**src/rtl/seg_pkg.sv**
```systemverilog
// Shared types and constants for the seven-segment scan controller.
// Segment vectors are active-low, bit order gfedcba.
package seg_pkg;

    localparam int SEG_A = 0;
    localparam int SEG_B = 1;
    localparam int SEG_C = 2;
    localparam int SEG_D = 3;
    localparam int SEG_E = 4;
    localparam int SEG_F = 5;
    localparam int SEG_G = 6;

    localparam logic [6:0] SEG_OFF = 7'b1111111;
    localparam logic [3:0] AN_OFF  = 4'b1111;

    localparam logic [6:0] HEX_TBL [16] = '{
        7'b1000000, 7'b1111001, 7'b0100100, 7'b0110000,
        7'b0011001, 7'b0010010, 7'b0000010, 7'b1111000,
        7'b0000000, 7'b0010000, 7'b0001000, 7'b0000011,
        7'b1000110, 7'b0100001, 7'b0000110, 7'b0001110
    };

    typedef struct packed {
        logic [15:0] data;
        logic [3:0]  dp;
        logic [3:0]  blank;
    } disp_t;

endpackage

```
**src/rtl/dec2to4.sv**
```systemverilog
// Active-low 2-to-4 decoder; all outputs high when disabled.
module dec2to4 (
    input  logic       en,
    input  logic [1:0] sel,
    output logic [3:0] y
);

    always_comb begin
        y = 4'b1111;
        if (en)
            y[sel] = 1'b0;
    end

endmodule

```
**src/rtl/seg_scan_ctrl.sv**
```systemverilog
// Four-digit multiplexed seven-segment scanner with
// frame-synchronous double-buffered display data.
module seg_scan_ctrl
    import seg_pkg::*;
#(
    parameter int CLK_DIV   = 100000,
    parameter int BLANK_CYC = 1000
) (
    input  logic        clk,
    input  logic        rst,
    input  logic        en,
    input  logic        load,
    input  logic [15:0] data_in,
    input  logic [3:0]  dp_in,
    input  logic [3:0]  blank_in,
    output logic        ack,
    output logic [3:0]  an,
    output logic [6:0]  seg,
    output logic        dp
);

    localparam int CW = (CLK_DIV > 1) ? $clog2(CLK_DIV) : 1;
    localparam logic [CW-1:0] LAST = CW'(CLK_DIV - 1);

    logic [CW-1:0] cnt;
    logic [1:0]    idx;
    logic          tick;
    logic          frame;
    logic          xfer;
    logic          pending;
    logic          in_blank;
    logic          blanking;
    logic [3:0]    nib;
    logic [3:0]    an_nxt;
    disp_t         cap;
    disp_t         shadow;
    disp_t         active;

    assign cap   = '{data: data_in, dp: dp_in, blank: blank_in};
    assign tick  = en && (cnt == LAST);
    assign frame = tick && (idx == 2'd3);
    // Halted display has no frame to wait for, so move data at once.
    assign xfer  = pending && (frame || !en);

    always_ff @(posedge clk) begin
        if (rst) begin
            cnt <= '0;
            idx <= 2'd0;
        end else if (!en) begin
            cnt <= '0;
            idx <= 2'd0;
        end else if (tick) begin
            cnt <= '0;
            idx <= idx + 2'd1;
        end else begin
            cnt <= cnt + CW'(1);
        end
    end

    // A load on a transfer edge keeps pending set for the new data.
    always_ff @(posedge clk) begin
        if (rst) begin
            shadow  <= '0;
            active  <= '0;
            pending <= 1'b0;
            ack     <= 1'b0;
        end else begin
            ack     <= xfer;
            pending <= load || (pending && !xfer);
            if (xfer)
                active <= shadow;
            if (load)
                shadow <= cap;
        end
    end

    generate
        if (BLANK_CYC > 0) begin : g_blank
            localparam logic [CW-1:0] BL = CW'(BLANK_CYC);
            assign in_blank = (cnt < BL);
        end else begin : g_noblank
            assign in_blank = 1'b0;
        end
    endgenerate

    assign blanking = !en || in_blank || active.blank[idx];
    assign nib      = active.data[{idx, 2'b00} +: 4];

    dec2to4 u_dec (
        .en  (!blanking),
        .sel (idx),
        .y   (an_nxt)
    );

    always_ff @(posedge clk) begin
        if (rst) begin
            an  <= AN_OFF;
            seg <= SEG_OFF;
            dp  <= 1'b1;
        end else begin
            an  <= an_nxt;
            seg <= blanking ? SEG_OFF : HEX_TBL[nib];
            dp  <= blanking ? 1'b1 : !active.dp[idx];
        end
    end

endmodule

```
**config.mk**
```make
export PLATFORM = sky130hd
export DESIGN_NAME = seg_scan_ctrl
export DESIGN_NICKNAME = d
export VERILOG_FILES = /design/src/rtl/seg_pkg.sv /design/src/rtl/dec2to4.sv /design/src/rtl/seg_scan_ctrl.sv
export SDC_FILE = /design/constraint.sdc
export NUM_CORES = 1
export LEC_CHECK = 0
export ABC_AREA = 1
export CORE_UTILIZATION = 30
export CTS_CLUSTER_DIAMETER = 150
export DETAILED_ROUTE_END_ITERATION = 16
export PLACE_DENSITY_LB_ADDON = 0.08
export SLEW_MARGIN = 40
export SYNTH_ARGS = -nofsm -noshare
export SYNTH_HDL_FRONTEND = slang
export SYNTH_SLANG_ARGS = --single-unit
```
**constraint.sdc**
```tcl
create_clock -name clk -period 2.8 [get_ports clk]
set_input_delay 0.28 -clock clk [delete_from_list [all_inputs] [get_ports clk]]
set_output_delay 0.28 -clock clk [all_outputs]
set_load 0.03 [all_outputs]
```
Word-level counts from Yosys, hierarchy flattened
Memories as Yosys holds them, arrays and structs flattened. A register that Yosys moved wholly into a read port is not among the register bits.
Cells that the tools add are included.
- register bits after elaboration: 74
- ROM bits: 112
- input port bits: 28
- output and inout port bits: 13
- logic and storage cells: 45
- memories: 1
- memory list (memory ; words ; width ; rd ports ; clocked after memory_dff ; wr ports ; line ; source):
    (no name shown) ; 16 ; 7 ; 1 ; 1 ; 0 ; seg_scan_ctrl.sv:102 ; seg <= blanking ? SEG_OFF : HEX_TBL[nib];
- add/sub/neg operators: 2
- magnitude comparators: 3
- equal/unequal tests: 2
- shift operators: 1
- muxes and demuxes: 6
- bitwise operators: 3
- reduce and logical (&&, ||, !) cells: 15
- operator list (kind ; count):
    adder 17 x 1 -> 17 bit, second input constant ; 1
    == test 17 bit, second input constant ; 1
    less-than comparator 17 x 10 -> 1 bit, second input constant ; 1
    indexed part select 16 x 5 -> 4 bit ; 1
    logical AND 1 bit ; 5
    inverter 4 -> 5 bit ; 1
    binary-select mux 1 bit (select 2 bit) ; 2
    logical OR 1 bit ; 4
    inverter 4 bit ; 1
    OR reduction 2 bit ; 2
    logical NOT 1 bit ; 3
    less-than comparator 2 x 3 -> 1 bit, second input constant ; 1
    2-to-1 mux 1 bit ; 3
    OR reduction 3 bit ; 1
    adder 2 x 1 -> 2 bit, second input constant ; 1
    demux 1 bit (select 2 bit) ; 1
    == test 2 bit, second input constant ; 1
    >= comparator 2 x 1 -> 1 bit, second input constant ; 1
    inverter 1 bit ; 1

Depth between registers and ports, before layout
Gate-level depths: netlist (run 1).
- depth in word-level cells: 8
- gate-level depth with buffers: 11
- depth with buffers taken out: 10

Cells and area by module
A second synthesis (run 1) with hierarchy kept.
- cells, all modules: 500
- area, all modules: 3588.4 µm²
- modules (own cells, without submodules) (module ; times used ; cells an instance ; area each (µm²) ; sequential area each (µm²)):
    seg_scan_ctrl ; 1 ; 493 ; 3558.4 ; 1621.6
    dec2to4 ; 1 ; 7 ; 30.0 ; 0.0

Worst setup path after synthesis (run 1)
OpenSTA, ideal clock, no wires.
- kind: reg2reg
- start: register idx[0]
- end: register seg[3]
- library setup time: 0.126 ns
- arrival: 1.528 ns
- required time: 2.674 ns
- setup slack: 1.146 ns
- stages on the path, launching flop included: 12
- path buffers: 1
- period minus slack after synthesis: 1.654 ns
- cells stage by stage: dfxtp_1 -> inv_2 -> buf_2 -> nand2_1 -> nand3_1 -> nand2_1 -> inv_1 -> ha_1 -> inv_1 -> nor2_1 -> o21ai_0 -> nand3_1
- longest elaborated chain between the ends: 4
- elaborated cells on any way between the ends: 6
- classes of those cells: 1 x shift; 2 x mux; 1 x bitwise; 2 x reduce/logical
- ends and longest elaborated chain (what ; line ; source):
    start, declared ; seg_scan_ctrl.sv:26 ; logic [1:0] idx;
    start signal, assigned ; seg_scan_ctrl.sv:54 ; idx <= idx + 2'd1;
    parallel branches: the longest is 4 deep, another holds indexed part select 16 x 5 -> 4 bit ; -- ;
    end, declared ; seg_scan_ctrl.sv:18 ; output logic [6:0] seg,
Several ways; the timed one is not identified. The select of a mux whose other input is x is not followed.
A chain may end at the register's enable or synchronous reset.

Final worst setup path (run 1)
- start: register cnt[0]
- end: register active[14] (netlist name)
- longest elaborated chain between the ends: 5
- ends and longest elaborated chain (what ; line ; source):
    start, declared ; seg_scan_ctrl.sv:25 ; logic [CW-1:0] cnt;
    start signal, assigned ; seg_scan_ctrl.sv:56 ; cnt <= cnt + CW'(1);
    == test 17 bit ; seg_scan_ctrl.sv:40 ; assign tick = en && (cnt == LAST);
    logical AND 1 bit ; seg_scan_ctrl.sv:40 ;
    logical AND 1 bit ; seg_scan_ctrl.sv:41 ; assign frame = tick && (idx == 2'd3);
    logical OR 1 bit ; seg_scan_ctrl.sv:43 ; assign xfer = pending && (frame || !en);
    logical AND 1 bit ; seg_scan_ctrl.sv:43 ;
    end signal, assigned ; seg_scan_ctrl.sv:71 ; active <= shadow;
    end, declared ; seg_scan_ctrl.sv:37 ; disp_t active;
No other way between the ends.

==> summary.md, run 1 <==
| Metric | Value |
|---|---|
| RSZ-0062 raised after global routing | `false` |
| Synthesized Nets | `529` |
| Final Max Slew Viols | `0` |
| Critical Path Start Type | `flop` |
| CP max FO | `30` |
| Outcome | `finished with violations` |
| Rel. slew slack | `a little under three fifths` |
| Max Clk Rate | `461 MHz` |
| Ant. Diodes | `0` |
| Most frequent cells in the layout | `87 x nand2_1, 81 x dfxtp_1, 60 x a21oi_1` |
| Gpl congestion | `between 0.8 and 0.9` |
| Measured slew at the worst slew-check pin | `0.639 ns` |
| Top delay family on crit path | `simple AND/OR/NAND/NOR gates` |
| Die X-Extent | `111 um` |
| Total Routed Length | `7790 um` |
| Site Rows | `39` |
| CP Class | `flop to flop` |
| CP cell instances | `ha_1 -> nand3_1 -> nor2_1 -> nand3_2 -> nand2_2 -> buf_4 -> nand3_1 -> nand2_1 -> nor2_1` |
| R2R cell count | `9` |
| Syn Area/Cell | `~7.3 um2` |
| Core area | `about 0.012 mm2` |
| R2r setup slk | `0.63 ns` |
| Root Buffer | `clkbuf_16` |
| Final period util | `77.4%` |
| R2R Path End | `active[14]$_SDFFE_PP0P_` |
| Power Dens Cells | `601 mW/mm2` |
| Number of port buffers | `40` |
| Drt drc | `4` |
| Initial antenna violation count | `0` |
| Slowest-stage cell, CP | `nand2_2` |
| Vias per Instance | `4.52` |
| Placed Cells | `655` |
| Final setup TNS | `0 ns` |
| Post-DP Area | `0.00409 mm2` |
| Clock sinks | `81` |
| Fin area | `0.00440 mm2` |
| Post-synthesis xor/xnor area fraction | `1.22%` |
| Post-synth top area share | `45.3%` |
| Clock tree from TritonCTS | `yes` |
| Post-route antenna net violation count | `0` |
| Post-synth top area cell | `dfxtp_1` |
| # setup viols final | `0` |
| Post-synthesis cell area | `about 0.0036 mm2` |
| Detailed router's first-iteration violation count | `104` |
| Post-CTS setup buffers | `0` |
| Layout Nets | `between 500 and 600` |
| Global Route Usage Sum | `13.3%` |
| Min Tclk post-route | `2.17 ns` |
| HPWL after DPL | `approximately 5600 um` |
| Post-cts resize count | `0` |
| HP Class | `flop to flop` |
| Syn Inst Count | `490` |
| Drt pass-1 iters | `10` |
| Failing checks | `design-rule violations` |
| Critical Path End Type | `flop` |
| Sequential fraction of the synthesis area | `45.3%` |
| DR vias | `3034` |
| Main combinational cell family by area after synthesis | `simple AND/OR/NAND/NOR gates` |
| Compound-Gate Fraction of Synth Area | `14.3%` |
| RR Startpoint | `cnt[0]$_SDFF_PP0_` |
| Initial Utilization | `31.1%` |
| Worst path max stage delay | `0.42 ns` |
| Hold Crit Endpoint | `cnt[0]$_SDFF_PP0_` |
| Die ar. | `between 0.01 and 0.015 mm2` |
| Largest net degree at the start of global routing | `51` |
| Yosys synthesis warning count | `0` |
| Synth area leaders | `dfxtp_1 45%, nand2_1 9.1%, a21oi_1 8.4%` |
| Crit path DAT | `between 2 and 2.5 ns` |
| Total grt overflow | `0` |
| Die Ht | `111 um` |
| # hold bufs at CTS | `0` |
| Flops & latches, synth | `81` |
| H-Tree Depth | `3` |
| Finished Layout Cells | `671` |
| Drt wl/cell | `between 10 and 15 um` |
| Vias in the first global route | `2775` |
| Clock insertion delay at the later pin of the skew report | `0.33 ns` |
| IR drop worst, VDD | `~0.27 mV` |
| Hold Path Stages | `1` |
| Req. time, crit path | `3.02 ns` |
| CTS Buf Count | `9` |
| Leak pwr | `1.74 nW` |
| Fraction of the mapped netlist area in simple logic gates | `26.3%` |
| Most common cell after layout, fill and taps aside | `nand2_1` |
| Mux contribution to synthesized area | `0%` |
| Total Power | `about 2.6 mW` |
| Number of max-cap violations | `0` |
| Layout cells sized above 1 | `between 6 and 7%` |
| Final hold vios | `0` |
| Max clock buf depth | `2` |
| Cell variety after synth | `30` |
| Clk slew on worst S/H paths | `~0.060 ns` |
| I/O Pins | `41` |
| Setup Skew | `0.00888 ns` |
| First-pass GRT wire length | `13200 um` |
| Synth Area in Adders | `3.85%` |
| CP bufs+invs | `1` |
| Area Overhead vs Synth | `23.0%` |
| Fillcell total | `1235` |
| Min-delay src | `cnt[0]$_SDFF_PP0_` |
-- Yosys cell counts --
cell type  count
inv_2          4
buf_2          7
buf_1          5
nand3_1       52
nand3_2        2
nand4_1        3
nand2_1       87
dfxtp_1       81
nor2_1        52
buf_4          1
o211ai_1       2
o21ai_0       32
nor3_1        11
o21a_1         2
o21ai_1        1
clkbuf_1      10
buf_6          1
and3_1         1
a22oi_1        1
buf_8          1
a21oi_1       60
nand2_2        3
or2_2          2
ha_1          11
inv_1         48
nor3b_1        2
a21oi_2        1
xor2_1         5
nor2_4         1
clkinv_1       1
-- routing by layer --
metal  track usage (%)  vias up  part of all wire, %
li1                  -     1658                    -
met5                 0        -                    0
met1              19.0     1306                   55
met3              3.01        9                  4.8
met2              18.7       61                   39
met4              6.22        0                  1.7
-- final cells by class --
| type | count | area [um2] | area share (%) |
|---|---|---|---|
| Tap cell | 143 | 179 | 4.06 |
| Multi-Input combinational cell | 331 | 1630 | 37.1 |
| Sequential cell | 81 | 1620 | 36.8 |
| Timing Repair Buffer | 47 | 453 | 10.3 |
| Inverter | 53 | 199 | 4.52 |
| Clock buffer | 12 | 267 | 6.05 |
| Clock inverter | 4 | 50.0 | 1.14 |
-- sequential cells by signal (all words and copies together), names as in the netlist --
register	flops
active	24
shadow	24
cnt	17
seg	7
an	4
idx	2
ack	1
dp	1
pending	1
-- worst reg2reg max path, cell delays in order (launching register included) --
cell and delay [ns]:
dfxtp_1 0.36, ha_1 0.20, nand3_1 0.13, nor2_1 0.27, nand3_2 0.13, nand2_2 0.42
buf_4 0.33, nand3_1 0.09, nand2_1 0.09, nor2_1 0.04
-- metrics by stage --
step / hold WS [ns] / utilization, % / setup slack (ns)
5_1_grt: 0.482 / 38.2 / 0.409
4_1_cts: 0.461 / 38.2 / 0.602
6_report: 0.453 / 38.2 / 0.632
3_5_place_dp: 0.446 / 35.5 / 0.431
3_3_place_gp: 0.433 / 35.5 / 0.498
2_1_floorplan: 0.349 / - / 1.15
-- how the worst max path moves through the flow --
| stage | startpoint | end | cells after the start |
|---|---|---|---|
| 2_1_floorplan | idx[0]$_SDFFE_PP0P_ | seg[3]$_SDFF_PP1_ | 11 |
| 3_3_place_gp | en | active[13]$_SDFFE_PP0P_ | 11 |
| 3_5_place_dp | en | active[15]$_SDFFE_PP0P_ | 11 |
| 4_1_cts | cnt[0]$_SDFF_PP0_ | active[14]$_SDFFE_PP0P_ | 9 |
| 5_1_grt | cnt[0]$_SDFF_PP0_ | active[14]$_SDFFE_PP0P_ | 9 |
| 6_report | cnt[0]$_SDFF_PP0_ | active[14]$_SDFFE_PP0P_ | 9 |
-- power breakdown --
group	internal, mW	leakage (nW)	switching, mW
logic	0.0923	0.921	0.125
registers	1.20	0.663	0.0168
clock network	0.761	0.151	0.453
-- logic make-up after synthesis --
logic type,Yosys count
xor gates and xnor gates,5
AOI/OAI and AO/OA,99
DFF,81
and+or+nand+nor,216
adders and majority gates,11
buffers and inverters,78
Note: power is estimated with default switching activity, not from simulation.
==> run 2, diff against run 1 <==
- clock period: 2.8 -> 1.9 ns (I/O delays scaled with it)
==> run 2 against run 1 <==
The run still ends with design-rule violations left. Sequential cell count is the same. Sequential power is 47% higher. Die area is the same. Clock skew decreased by 0.00052 ns. Worst hold slack gained 0.0016 ns. Register-to-register slack worse by 0.41 ns. Setup slack got worse by 0.41 ns. Wire length increased by 2.2%. Critical endpoint unchanged. Largest power group is now clock. Highest routed layer unchanged.
==> summary.md, run 2 (synthesized netlist as in run 1, its figures left out) <==
| Metric | Value |
|---|---|
| Outcome | `finished with violations` |
| Failing checks | `design-rule violations` |
| Leak pwr | `1.80 nW (+3.9%)` |
| Final Max Slew Viols | `0 (unchanged)` |
| Die Ht | `111 um (unchanged)` |
| Drt pass-1 iters | `10 (unchanged)` |
| # hold bufs at CTS | `0 (unchanged)` |
| Layout cells sized above 1 | `9.11% (+2.3 points)` |
| Area of the multi-input gates | `0.00164 mm2 (+0.46%)` |
| Most frequent cells in the layout | `87 x nand2_1, 80 x dfxtp_1, 60 x a21oi_1` |
| Fin area | `0.00455 mm2 (+3.3%)` |
| Root Buffer | `clkbuf_16` |
| Post-route antenna net violation count | `0 (unchanged)` |
| Detailed router's first-iteration violation count | `126 (+21%)` |
| CTS Buf Count | `9 (unchanged)` |
| Clock sinks | `81 (unchanged)` |
| Clk slew on worst S/H paths | `0.06 ns (about the same)` |
| Drt drc | `3 (-1)` |
| Max Clk Rate | `596 MHz (+29%)` |
| Site Rows | `39 (unchanged)` |
| Measured slew at the worst slew-check pin | `0.482 ns (-0.157 ns)` |
| Vias per Instance | `4.56 (+0.93%)` |
| Global Route Usage Sum | `13.8% (+0.58 points)` |
| CP max FO | `24 (-20%)` |
| Worst path max stage delay | `0.36 ns (-0.06 ns)` |
| Req. time, crit path | `2.14 ns (-0.88 ns)` |
| Core area | `0.0115 mm2 (unchanged)` |
| Worst slack at placement | `0.120 ns (-0.311 ns)` |
| CP cell instances | `ha_1 -> nand3_1 -> nor2_4 -> nand3_2 -> nand2_2 -> buf_12 -> nand3_1 -> nand2_1 -> nor2_1` |
| # setup viols final | `0 (unchanged)` |
| Crit-path most repeated cell | `nand3_1` |
| Setup Skew | `0.00836 ns (-0.000517 ns)` |
| RSZ-0062 raised after global routing | `false` |
| Clock insertion delay at the later pin of the skew report | `0.34 ns (about the same)` |
| Final hold vios | `0 (unchanged)` |
| Comb pwr share | `8.7% (+0.5 points)` |
| Fillcell total | `1251 (+1.3%)` |
| Power Dens Cells | `866 mW/mm2 (+44%)` |
| Sw Ratio | `23.4% (+0.93 points)` |
| I/O Pins | `41 (unchanged)` |
| Ant. Diodes | `0 (unchanged)` |
| Setup WS post-layout | `0.222 ns (-0.411 ns)` |
| Total grt overflow | `0 (unchanged)` |
| Total area of sequential cells | `0.00162 mm2 (about the same)` |
| Initial antenna violation count | `0 (unchanged)` |
| Total Routed Length | `7960 um (+2.2%)` |
| Drt wl/cell | `11.7 um (+0.71%)` |
| Largest net degree at the start of global routing | `51 (unchanged)` |
| Rel. slew slack | `67.9% (+11 points)` |
| IR drop worst, VDD | `0.320 mV (+19%)` |
| HPWL after DPL | `5680 um (+1.0%)` |
| H-Tree Depth | `3 (unchanged)` |
| Initial Utilization | `31.1% (unchanged)` |
| Layout Nets | `572 (+1.8%)` |
| First-pass GRT wire length | `13600 um (+3.6%)` |
| Area Overhead vs Synth | `27.1%` |
| Number of port buffers | `40 (unchanged)` |
| Internal Power | `3.02 mW (+47%)` |
| Die ar. | `0.0124 mm2 (unchanged)` |
| Seq pwr share | `45.5% (-0.4 points)` |
| Min Tclk post-route | `1.68 ns (-0.489 ns)` |
| Critical Path End Type | `flop` |
| HP Class | `flop to flop` |
| Crit path DAT | `1.92 ns (-0.47 ns)` |
| Most common cell after layout, fill and taps aside | `nand2_1` |
| Vias in the first global route | `2838 (+2.3%)` |
| Final setup TNS | `0 ns (unchanged)` |
| Gpl congestion | `0.780 (-3.0%)` |
| DR vias | `3108 (+2.4%)` |
| Die X-Extent | `111 um (unchanged)` |
| Clock tree from TritonCTS | `yes` |
| Final period util | `88.3% (+11 points)` |
| Number of max-cap violations | `0 (unchanged)` |
| Post-DP Area | `0.00422 mm2 (+3.2%)` |
| Clock power share | `45.8% (about the same)` |
| Slowest-stage cell, CP | `dfxtp_1` |
| Top flop regs | `active x24, shadow x24, cnt x17` |
| CP Class | `flop to flop` |
| Critical Path Start Type | `flop` |
| Reported net switching power | `0.921 mW (+55%)` |
| Max clock buf depth | `2 (unchanged)` |
run 2: what timing repair did:
action	in CTS	in global routing
gates resized for setup	0	4
setup buffers	0	1
setup endpoints to repair	0	27
run 2: cell type report:
| cell class | instances | area share, % |
|---|---|---|
| clock buffers | 11 | 5.56 |
| multi-input cells | 331 | 36.1 |
| inverters | 53 | 4.37 |
| clock inverters | 5 | 1.40 |
| repair buffers | 57 | 13.0 |
| flip-flops and latches | 81 | 35.7 |
| well taps | 143 | 3.93 |
run 2: metrics by stage:
step	util, %	power [mW]	hold slack, ns	instances
floorplan	-	2.04	0.259	490
global placement	36.6	2.17	0.431	664
detailed placement	36.6	2.18	0.441	664
CTS	39.4	4.00	0.455	680
global route	39.5	4.12	0.461	681
finish	39.5	3.94	0.454	681
run 2: final timing paths:
kind	from	end	slack, ns	depth (start not counted)
worst max-delay path	cnt[0]$_SDFF_PP0_	active[14]$_SDFFE_PP0P_	0.22	9
worst min-delay path	cnt[0]$_SDFF_PP0_	cnt[0]$_SDFF_PP0_	0.45	1
worst max register to register	cnt[0]$_SDFF_PP0_	active[14]$_SDFFE_PP0P_	0.22	9
worst min register to register	cnt[0]$_SDFF_PP0_	cnt[0]$_SDFF_PP0_	0.45	1
run 2: power by group through the flow:
stage               Clock (mW)  Combinational, mW  Sequential, mW
global placement             0              0.342            1.83
detailed placement           0              0.344            1.83
CTS                       1.86              0.344            1.79
finish                    1.80              0.342            1.79
floorplan                    0              0.220            1.82
global route              1.93              0.392            1.80
run 2: critical path: cells and delay by family (launching register included):
kind | cells | cell delay, ns
AND/OR/NAND/NOR | 7 | 0.83
buffers and inverters | 1 | 0.18
flip-flops | 1 | 0.36
adder cells (fa/ha/maj) | 1 | 0.21
run 2: metal layers:
layer	vias up	part of all wire, %	global-route usage (%)	wire length [um]
met1	1342	53	19.4	4200
met5	-	0	0	0
met4	0	1.9	6.94	148
met2	77	40	19.0	3190
met3	10	5.3	4.16	421
li1	1679	-	-	-
==> run 3, diff against run 2 <==
- RECOVER_POWER: unset -> 100
==> run 3 against run 2 <==
The flow still finishes with violations (design-rule violations). Register-to-register slack about the same. Fmax about the same. Core utilization decreased by 0.065 points. Clock skew about the same. Sequential cell count unchanged. Cell count unchanged. Clock-buffer cell count unchanged. First-iteration DRC count decreased by 1.6%. Final area decreased by 0.17%. Clock power about the same. Sequential power about the same. Worst hold slack about the same.
==> summary.md, run 3 (synthesized netlist as in run 1, its figures left out) <==
| Metric | Value |
|---|---|
| Outcome | `finished with violations` |
| Failing checks | `design-rule violations` |
| R2R Path End | `active[14]$_SDFFE_PP0P_` |
| R2R cell count | `9 (unchanged)` |
| Initial antenna violation count | `0 (unchanged)` |
| Root Buffer | `clkbuf_16` |
| Hold Path Stages | `1 (unchanged)` |
| Most common cell after layout, fill and taps aside | `nand2_1` |
| # setup viols final | `0 (unchanged)` |
| Area of the multi-input gates | `0.00164 mm2 (unchanged)` |
| R2r setup slk | `0.22 ns (about the same)` |
| HPWL after DPL | `5680 um (unchanged)` |
| Total area of sequential cells | `0.00162 mm2 (unchanged)` |
| Die Ht | `111 um (unchanged)` |
| Top flop regs | `active x24, shadow x24, cnt x17` |
| Site Rows | `39 (unchanged)` |
| Layout Nets | `572 (unchanged)` |
| Hold Slack | `0.454 ns (-0.00000600 ns)` |
| Die ar. | `0.0124 mm2 (unchanged)` |
| Min-delay src | `cnt[0]$_SDFF_PP0_` |
| Final hold vios | `0 (unchanged)` |
| First-pass GRT wire length | `13600 um (unchanged)` |
| Area Overhead vs Synth | `26.9%` |
| Initial Utilization | `31.1% (unchanged)` |
| Setup Skew | `0.00836 ns (-0.00000136 ns)` |
| Drt pass-1 iters | `10 (unchanged)` |
| Power Dens Cells | `867 mW/mm2 (about the same)` |
| Total grt overflow | `0 (unchanged)` |
| # hold bufs at CTS | `0 (unchanged)` |
| Core area | `0.0115 mm2 (unchanged)` |
| Final Max Slew Viols | `0 (unchanged)` |
| Final setup TNS | `0 ns (unchanged)` |
| Fillcell total | `1255 (+0.32%)` |
| Number of port buffers | `40 (unchanged)` |
| Global Route Usage Sum | `13.8% (unchanged)` |
| Req. time, crit path | `2.14 ns (about the same)` |
| Drt wl/cell | `11.7 um (about the same)` |
| Measured slew at the worst slew-check pin | `0.613 ns (+0.131 ns)` |
| Hold Crit Endpoint | `cnt[0]$_SDFF_PP0_` |
| Largest net degree at the start of global routing | `51 (unchanged)` |
| Max Clk Rate | `596 MHz (about the same)` |
| RR Startpoint | `cnt[0]$_SDFF_PP0_` |
| Clock sinks | `81 (unchanged)` |
| H-Tree Depth | `3 (unchanged)` |
| Vias per Instance | `4.56 (about the same)` |
| RSZ-0062 raised after global routing | `false` |
| CTS Buf Count | `9 (unchanged)` |
| Crit path DAT | `1.92 ns (about the same)` |
| Final Util | `39.4% (-0.065 points)` |
| Most frequent cells in the layout | `87 x nand2_1, 80 x dfxtp_1, 60 x a21oi_1` |
| Vias in the first global route | `2838 (unchanged)` |
| I/O Pins | `41 (unchanged)` |
| CP max FO | `24 (unchanged)` |
| Drt drc | `3 (unchanged)` |
| Number of max-cap violations | `0 (unchanged)` |
| Gpl congestion | `0.780 (unchanged)` |
| Die X-Extent | `111 um (unchanged)` |
| Clock insertion delay at the later pin of the skew report | `0.34 ns (about the same)` |
| Min Tclk post-route | `1.68 ns (+0.000116 ns)` |
| Total Routed Length | `7960 um (about the same)` |
| HP Class | `flop to flop` |
| Clock tree from TritonCTS | `yes` |
| CP Class | `flop to flop` |
| DR vias | `3107 (-0.032%)` |
| Post-route antenna net violation count | `0 (unchanged)` |
| Rel. slew slack | `59.2% (-8.7 points)` |
| Critical Path Start Type | `flop` |
| Layout cells sized above 1 | `8.74% (-0.37 points)` |
| Clk slew on worst S/H paths | `0.06 ns (about the same)` |
| Final period util | `88.3% (about the same)` |
| Detailed router's first-iteration violation count | `124 (-1.6%)` |
| Max clock buf depth | `2 (unchanged)` |
| Ant. Diodes | `0 (unchanged)` |
| IR drop worst, VDD | `0.320 mV (about the same)` |
| Critical Path End Type | `flop` |
| Leak pwr | `1.76 nW (-2.2%)` |
## run 3: changes by cell type in the layout (fill, tap and decap cells not counted)
cell	previous run	this run
clkbuf_4	0	1
buf_4	12	9
clkdlybuf4s50_1	40	26
dlygate4sd3_1	0	14
clkbuf_1	0	2
## run 3: repair_timing
action / in CTS / in global routing
setup endpoints to repair: 0 / 27
setup buffers: 0 / 1
endpoints found under the hold margin: 0 / 0
gates resized for setup: 0 / 4
## run 3: metal layers
layer / GRT usage (%) / wire (um) / vias up
met5: 0 / 0 / -
met4: 6.94 / 148 / 0
met3: 4.16 / 407 / 10
met2: 19.0 / 3190 / 77
met1: 19.4 / 4210 / 1341
li1: - / - / 1679
## run 3: report_power, final
part           leakage [nW]  internal [mW]  switching, mW
sequential            0.664           1.77         0.0265
combinational         0.947          0.153          0.186
clock                 0.152           1.10          0.708
## run 3: per-stage QoR
step	power [mW]	cell area, um2	std cells	worst slack, ns
floorplan	2.04	3580	490	0.246
global placement	2.17	4220	664	0.133
detailed placement	2.18	4220	664	0.120
CTS	4.00	4530	680	0.142
global route	4.12	4540	681	0.0158
finish	3.94	4540	681	0.222
## run 3: worst max path at each step
stage | startpoint | end | slack [ns] | depth (start not counted)
finish | cnt[0]$_SDFF_PP0_ | active[14]$_SDFFE_PP0P_ | 0.22 | 9
global route | cnt[0]$_SDFF_PP0_ | active[20]$_SDFFE_PP0P_ | 0.02 | 9
CTS | cnt[0]$_SDFF_PP0_ | active[7]$_SDFFE_PP0P_ | 0.14 | 9
detailed placement | en | active[14]$_SDFFE_PP0P_ | 0.12 | 11
global placement | en | active[14]$_SDFFE_PP0P_ | 0.13 | 11
floorplan | idx[0]$_SDFFE_PP0P_ | seg[3]$_SDFF_PP1_ | 0.25 | 11
## run 3: layout make-up
type / count / share of cell area, %
inverters: 53 / 4.38
well taps: 143 / 3.94
multi-input cells: 331 / 36.1
clock inverters: 5 / 1.41
repair buffers: 57 / 12.8
clock buffers: 11 / 5.57
flip-flops and latches: 81 / 35.7
## run 3: worst max-delay path, stage by stage (launching register included)
cell and delay, ns:
dfxtp_1 0.36, ha_1 0.21, nand3_1 0.17, nor2_4 0.19, nand3_2 0.11, nand2_2 0.14
buf_12 0.18, nand3_1 0.09, nand2_1 0.09, nor2_1 0.04
